[src/rtl/uart_tx_module.sv]
// 8N1 UART transmitter, LSB first, BPS_T clock cycles per bit.
// Define TX_PARITY_EN to insert an even-parity bit between the last data bit and the stop bit.
module uart_tx_module #(
    parameter logic [12:0] BPS_T = 13'd5208
) (
    input  logic       CLK,
    input  logic       RST,
    input  logic       TX_En_Sig,
    input  logic [7:0] TX_Data,
    output logic       TX_Pin_Out,
    output logic       Busy_Sig,
    output logic       TX_Done_Sig
);

    typedef enum logic [2:0] {
        IDLE   = 3'd0,
        START  = 3'd1,
        DATA   = 3'd2,
`ifdef TX_PARITY_EN
        PARITY = 3'd3,
`endif
        STOP   = 3'd4
    } state_t;

    localparam logic [12:0] BPS_LAST = BPS_T - 13'd1;

    state_t      state_r, state_s;
    logic [12:0] cnt_r, cnt_s;
    logic [2:0]  bit_idx_r, bit_idx_s;
    logic [7:0]  shift_r, shift_s;
    logic        pin_r, pin_s;
    logic        busy_r, busy_s;
    logic        done_r, done_s;
`ifdef TX_PARITY_EN
    logic        parity_r, parity_s;
`endif

    logic        wrap_s;
    logic [12:0] cnt_nxt_s;

    assign wrap_s    = (cnt_r == BPS_LAST);
    assign cnt_nxt_s = wrap_s ? 13'd0 : (cnt_r + 13'd1);

    // Next-state, bit timing and next line value for the transmit FSM
    always_comb begin
        state_s   = state_r;
        cnt_s     = 13'd0;
        bit_idx_s = bit_idx_r;
        shift_s   = shift_r;
        pin_s     = pin_r;
        busy_s    = busy_r;
        done_s    = 1'b0;
`ifdef TX_PARITY_EN
        parity_s  = parity_r;
`endif
        case (state_r)
            IDLE: begin
                pin_s     = 1'b1;
                busy_s    = 1'b0;
                bit_idx_s = 3'd0;
                if (TX_En_Sig) begin
                    state_s  = START;
                    shift_s  = TX_Data;
                    pin_s    = 1'b0;
                    busy_s   = 1'b1;
`ifdef TX_PARITY_EN
                    parity_s = ^TX_Data;
`endif
                end else begin
                    state_s = IDLE;
                end
            end
            START: begin
                cnt_s = cnt_nxt_s;
                if (wrap_s) begin
                    state_s = DATA;
                    pin_s   = shift_r[0];
                end else begin
                    pin_s = 1'b0;
                end
            end
            DATA: begin
                cnt_s = cnt_nxt_s;
                // shift_r[0] is always the bit currently on the line
                if (wrap_s) begin
                    if (bit_idx_r == 3'd7) begin
`ifdef TX_PARITY_EN
                        state_s = PARITY;
                        pin_s   = parity_r;
`else
                        state_s = STOP;
                        pin_s   = 1'b1;
`endif
                    end else begin
                        bit_idx_s = bit_idx_r + 3'd1;
                        shift_s   = {1'b0, shift_r[7:1]};
                        pin_s     = shift_r[1];
                    end
                end else begin
                    pin_s = shift_r[0];
                end
            end
`ifdef TX_PARITY_EN
            PARITY: begin
                cnt_s = cnt_nxt_s;
                if (wrap_s) begin
                    state_s = STOP;
                    pin_s   = 1'b1;
                end else begin
                    pin_s = parity_r;
                end
            end
`endif
            STOP: begin
                cnt_s = cnt_nxt_s;
                pin_s = 1'b1;
                if (wrap_s) begin
                    state_s = IDLE;
                    busy_s  = 1'b0;
                    done_s  = 1'b1;
                end else begin
                    busy_s = 1'b1;
                end
            end
            default: begin
                state_s   = IDLE;
                bit_idx_s = 3'd0;
                pin_s     = 1'b1;
                busy_s    = 1'b0;
            end
        endcase
    end

    // State, datapath and output registers
    always_ff @(posedge CLK or posedge RST) begin
        if (RST) begin
            state_r   <= IDLE;
            cnt_r     <= 13'd0;
            bit_idx_r <= 3'd0;
            shift_r   <= 8'd0;
            pin_r     <= 1'b1;
            busy_r    <= 1'b0;
            done_r    <= 1'b0;
`ifdef TX_PARITY_EN
            parity_r  <= 1'b0;
`endif
        end else begin
            state_r   <= state_s;
            cnt_r     <= cnt_s;
            bit_idx_r <= bit_idx_s;
            shift_r   <= shift_s;
            pin_r     <= pin_s;
            busy_r    <= busy_s;
            done_r    <= done_s;
`ifdef TX_PARITY_EN
            parity_r  <= parity_s;
`endif
        end
    end

    assign TX_Pin_Out  = pin_r;
    assign Busy_Sig    = busy_r;
    assign TX_Done_Sig = done_r;

endmodule

[config.mk]
export PLATFORM = sky130hd
export DESIGN_NAME = uart_tx_module
export DESIGN_NICKNAME = d
export VERILOG_FILES = /design/src/rtl/uart_tx_module.sv
export SDC_FILE = /design/constraint.sdc
export NUM_CORES = 1
export LEC_CHECK = 0
export CORE_ASPECT_RATIO = 0.9
export CORE_MARGIN = 2
export CORE_UTILIZATION = 47
export CTS_BUF_LIST = sky130_fd_sc_hd__clkbuf_16
export DETAILED_ROUTE_END_ITERATION = 10
export MAX_ROUTING_LAYER = met4
export PLACE_DENSITY_LB_ADDON = 0.25
export SLEW_MARGIN = 20
export SYNTH_ARGS = -nofsm -noshare
export SYNTH_HDL_FRONTEND = slang
export SYNTH_SLANG_ARGS = --single-unit
[constraint.sdc]
create_clock -name CLK -period 2.9 [get_ports CLK]
set_clock_uncertainty 0.05 [all_clocks]
set_input_delay 0.87 -clock CLK [delete_from_list [all_inputs] [get_ports CLK]]
set_output_delay 0.87 -clock CLK [all_outputs]
set_load 0.03 [all_outputs]
# [After elaboration in Yosys (flattened, before gate mapping)]
# Index checks and enable logic that the tools add are counted.
[classes] add_sub_neg=2 mul=0 div_mod_pow=0 magnitude_cmp=0 n_eq_ne=11 n_shift=0 muxes=25 n_bitwise=1 n_reduce_logical=8
[op_table] operator="$mux 13" count=2
[op_table] operator="$mux 8" count=3
[op_table] operator="$mux 3" count=6
[op_table] operator="$pmux 8 s2" count=1
[op_table] operator="$add 13x1->13 const B" count=1
[op_table] operator="$eq 13x13->1 const B" count=1
[op_table] operator="$ne 2x2->1 const B" count=6
[op_table] operator="$pmux 3 s4" count=1
[op_table] operator="$mux 1" count=9
[op_table] operator="$reduce_and 4->1" count=2
[op_table] operator="$eq 3x3->1 const B" count=2
[op_table] operator="$pmux 1 s3" count=2
[op_table] operator="$pmux 3 s2" count=1
[op_table] operator="$reduce_or 2->1" count=2
[op_table] operator="$add 3x1->3 const B" count=1
[op_table] operator="$eq 3x1->1 const B" count=1
[op_table] operator="$eq 3x2->1 const B" count=1
[op_table] operator="$logic_not 3->1" count=1
[op_table] operator="$reduce_and 3->1" count=1
[op_table] operator="$reduce_or 3->1" count=1
[op_table] operator="$reduce_bool 2->1" count=1
[op_table] operator="$not 1->1" count=1
[word_totals] ff_bits=30 latchBits=0 ramBits=0 romBits=0 input_bits=11 output_inout_bits=3 elab_cells=54 mem_count=0

# [Logic depth before layout (Yosys ltp)]
[depth] word_depth=4 mapped_depth=7 depth_no_buf=6

# [Worst setup path before layout]
# Ideal clock, no wire load.
[synth_timing] kind="register to register" startpoint="reg cnt_r[5]" endpoint="reg shift_r[1]" setup_ns=0.125 arrival_time_ns=2.230 required_ns=2.725 slack_ns=0.495 stages_incl_launch_ff=6 n_path_buf=1 synth_period_minus_slack_ns=2.405 cell_sequence="dfrtp_1 or4_4 or3_1 buf_6 o31ai_4 mux2_2"
[synth_between] elab_chain_cells=3
[synth_lines] item="from (decl)" line="28" text="logic [12:0] cnt_r, cnt_s;"
[synth_lines] item="from (signal assigned)" line="149" text="cnt_r <= cnt_s;"
[synth_lines] item="$eq 13x13->1" line="41" text="assign wrap_s = (cnt_r == BPS_LAST);"
[synth_lines] item="$ne 2x2->1 (no source line)"
[synth_lines] item="$reduce_and 4->1 (no source line)"
[synth_lines] item="to (signal assigned)" line="151" text="shift_r <= shift_s;"
[synth_lines] item="to (decl)" line="30" text="logic [7:0] shift_r, shift_s;"
# Every way passes these cells.
# A chain may end at the register's enable or synchronous reset.

# [Worst setup path in the final report]
[layout_timing] startpoint="reg cnt_r[5]" endpoint="reg shift_r[3]"
# Same word-level chain as after synthesis.

==> results.txt <==
The count of max-cap constraint violations came out at 0. The number of synthesis warnings came out at 0. For the final routed database, the setup TNS stands at 0 ps.

The count of nets left with antenna violations once routing finished came out at 0. The worst-case vdd ir drop is 0.000370 V. After synthesis the netlist holds a flip-flop and latch count of 30.

CTS placed an instance of clkbuf_16 at the clock tree root. The area of the placeable core is 3040 sq um. Sorting the synthesized cells by how often they occur yields dfrtp_1, nor2_1, mux2_2, xnor2_1, inv_1. Yosys mapped the design onto 31 distinct sky130hd cell types. The final weighted congestion in routability-driven placement came out at 0.828. The pin count of the biggest net entering global routing is 31. The final number of hold-violating endpoints was 0. The combined area of all synthesized cells is 1500 sq um. The repair_antennas step left the layout with diodes totalling 0.

The worst hold path belongs to the class register to register. The boundary pin count came out at 14. The dominant cell type by area after synthesis is dfrtp_1. For the worst setup path, the data required time is 3010 ps.

The worst-case clock buffer depth is 2. The number of antenna violations at the first check in global routing is 0. Buffers added to address setup during post-CTS repair amount to 0. The number of endpoints failing setup at the final stage came out at 0. The number of vias in the routed layout came out at 1,057. The area share of the largest cell type after synthesis is 0.485. The number of standard-cell rows in the floorplan came out at 19. The wire length per cell came out at 13.5 um.

The count of unresolved DRC violations after routing came out at 0. The highest attainable clock frequency came out at 0.384 GHz. At the end of the flow, the number of nets in the layout was 173.

At the pin with the least slew margin, the transition time is 557 ps. The die outline width came out at 63.5 um. By area the synthesized netlist is led by dfrtp_1, mux2_2, xnor2_1, nor2_1, ha_1.

The share of layout cells above drive strength 1 came out at 0.169. Yosys instantiated no cell more often than dfrtp_1. The number of buffers inserted for hold repair after clock tree synthesis is 0.

Total power for the finished layout comes to 0.934 mW. Of the available clock period, the critical path in the final layout requires 0.898. The sequential area share after synthesis is 0.503. The path with the worst hold slack has its endpoint at cnt_r[0]. The total congestion overflow came out at 0. The power per cell area came out at 514 nW/um^2. TritonCTS built the clock tree. The startpoint identified for the worst hold timing path is cnt_r[0]. The critical path is of the register to register type. The total length of routed wires is 2730 um. The proportion of register bits with asynchronous set or reset after synthesis is 1.00. The effective utilization at floorplan is 0.492. The maximum fanout encountered on the critical timing path came out at 9.

The insertion delay to the later sink of the worst-skew pair is 280 ps. The floorplan step defined a die boundary enclosing 3650 sq um. STA classifies the critical path endpoint as a register.

The share of the core filled with cells is 0.597. The worst-case reg-to-reg path depth came out at 4. The half-perimeter wire length after placement is 1960 um. The number of H-tree levels is 2. The worst slew margin relative to its limit came out at 0.626. The static leakage power is 0.786 nW.

The run finished with clean final reports. The mean instance size in the synthesized netlist came out at 10.7 sq um. The synthesized net count came out at 154. The clock input transition at the sequential cells of the worst setup and hold paths came out at 50 ps. The cell area after placement came out at 1680 sq um. The number of buffers inserted during clock tree synthesis came out at 5. The die is 57.5 um tall.

The count of final max-slew check failures came out at 0. The worst setup path is launched from a register. The arrival time at the worst endpoint came out at 2710 ps. The first global-routing pass estimated 4940 um of wire. The number of flops mapped to enable cells by yosys came out at 0. The number of optimization iterations in the first detailed-route pass came out at 4.

The worst path in the final design needs a cycle of 2600 ps, including I/O delays and setup. The number of cells on the worst hold path came out at 1. The number of port buffers came out at 13. Across every metal layer, demand over resource in global routing totals 0.189. The slack of the worst reg-to-reg path is 300 ps.

Setup repair after global routing left no endpoint under its margin. The instance count of the mapped netlist came out at 140. The endpoint identified for the worst register-to-register timing path is shift_r[3].

The worst register-to-register path begins at cnt_r[5]. The number of violations reported at the end of detailed-routing iteration 0 is 46. The vias per cell is 5.23. Summing all non-filler instances in the final layout gives an area of 1820 sq um. The predominant post-synthesis flop cell is dfrtp_1. The area growth from synthesis to final layout came out at 21.4%.

The tree built by TritonCTS fans out to 30 sinks. The post-cts repair resize count came out at 0. The via count of the first global-routing pass is 1,065.
worst max-delay path: stages (launching register included):
cell	delay, ps
dfrtp_1	420
or4_4	560
or3_1	550
o31ai_4	510
mux2_2	390
worst max path at each step:
stage               startpoint         end  slack (ps)  depth (start not counted)
detailed placement    cnt_r[5]  shift_r[3]         300                          4
global placement      cnt_r[5]  shift_r[1]         360                          4
global route          cnt_r[5]  shift_r[1]         170                          4
floorplan             cnt_r[5]  shift_r[1]         500                          5
CTS                   cnt_r[5]  shift_r[6]         290                          4
finish                cnt_r[5]  shift_r[3]         300                          4
kinds of logic (layout without fill, tap and decap cells):
group	count (synthesis)	count (layout)	share of synthesized area
fa+ha+maj	3	3	0.0251
compound gates	12	12	0.0702
buf+inv	13	33	0.0376
xor+xnor	12	12	0.0702
flops	30	30	0.503
simple gates	54	54	0.176
mux	16	16	0.118
sequential cells by signal (all words and copies together) (netlist names):
name	flops
shift_r	8
Busy_Sig	1
state_r	3
bit_idx_r	3
TX_Pin_Out	1
cnt_r	13
TX_Done_Sig	1
stage by stage:
| step | hold WS, ps | worst slack [ps] | instances |
|---|---|---|---|
| after floorplan | 405 | 495 | 140 |
| after global placement | 425 | 364 | 194 |
| after detailed placement | 427 | 298 | 194 |
| after CTS | 432 | 286 | 202 |
| after global routing | 449 | 166 | 202 |
| final | 425 | 297 | 202 |
power breakdown:
group,internal [mW],switching [mW]
registers,0.424,0.00230
clock network,0.308,0.167
logic,0.0198,0.0133
total,0.752,0.183
per-layer routing:
layer,part of all wire,routed length (um),vias to the layer above,GRT usage
met3,0.063,171,8,0.0750
met5,0,0,-,-
met2,0.44,1200,25,0.281
li1,-,-,524,-
met4,0.020,54,0,0.0776
met1,0.48,1300,500,0.230
layout by cell type, fill, tap and decap left out:
cell type        instances
or4_4                    1
xor2_1                   1
mux2_2                  13
ha_1                     3
a221oi_1                 1
xnor2_1                 11
nor2_1                  23
dfstp_2                  1
nor4_1                   4
or3_1                    1
o21bai_1                 1
a211oi_1                 1
clkbuf_16                5
mux2i_1                  3
clkinv_2                 1
dfrtp_1                 29
nand4_1                  3
clkdlybuf4s50_1         13
o31ai_4                  1
o22ai_1                  1
clkinv_1                 1
a22o_1                   2
o22a_2                   1
nor3_1                   6
buf_4                    3
inv_1                   10
a21oi_1                  1
nand2b_1                 3
nand3_1                  6
o22a_1                   1
or4bb_4                  1
nand2_1                  6
o211ai_1                 1
o21ai_1                  1
final cells by class:
| class | instances | area [sq um] |
|---|---|---|
| Clock buffer | 5 | 125 |
| Clock inverter | 3 | 12.5 |
| Fill cell | 282 | 1230 |
| Inverter | 9 | 33.8 |
| Multi-Input combinational cell | 97 | 688 |
| Sequential cell | 30 | 752 |
| Tap cell | 42 | 52.6 |
| Timing Repair Buffer | 16 | 153 |
(Power assumes the default switching activity.)
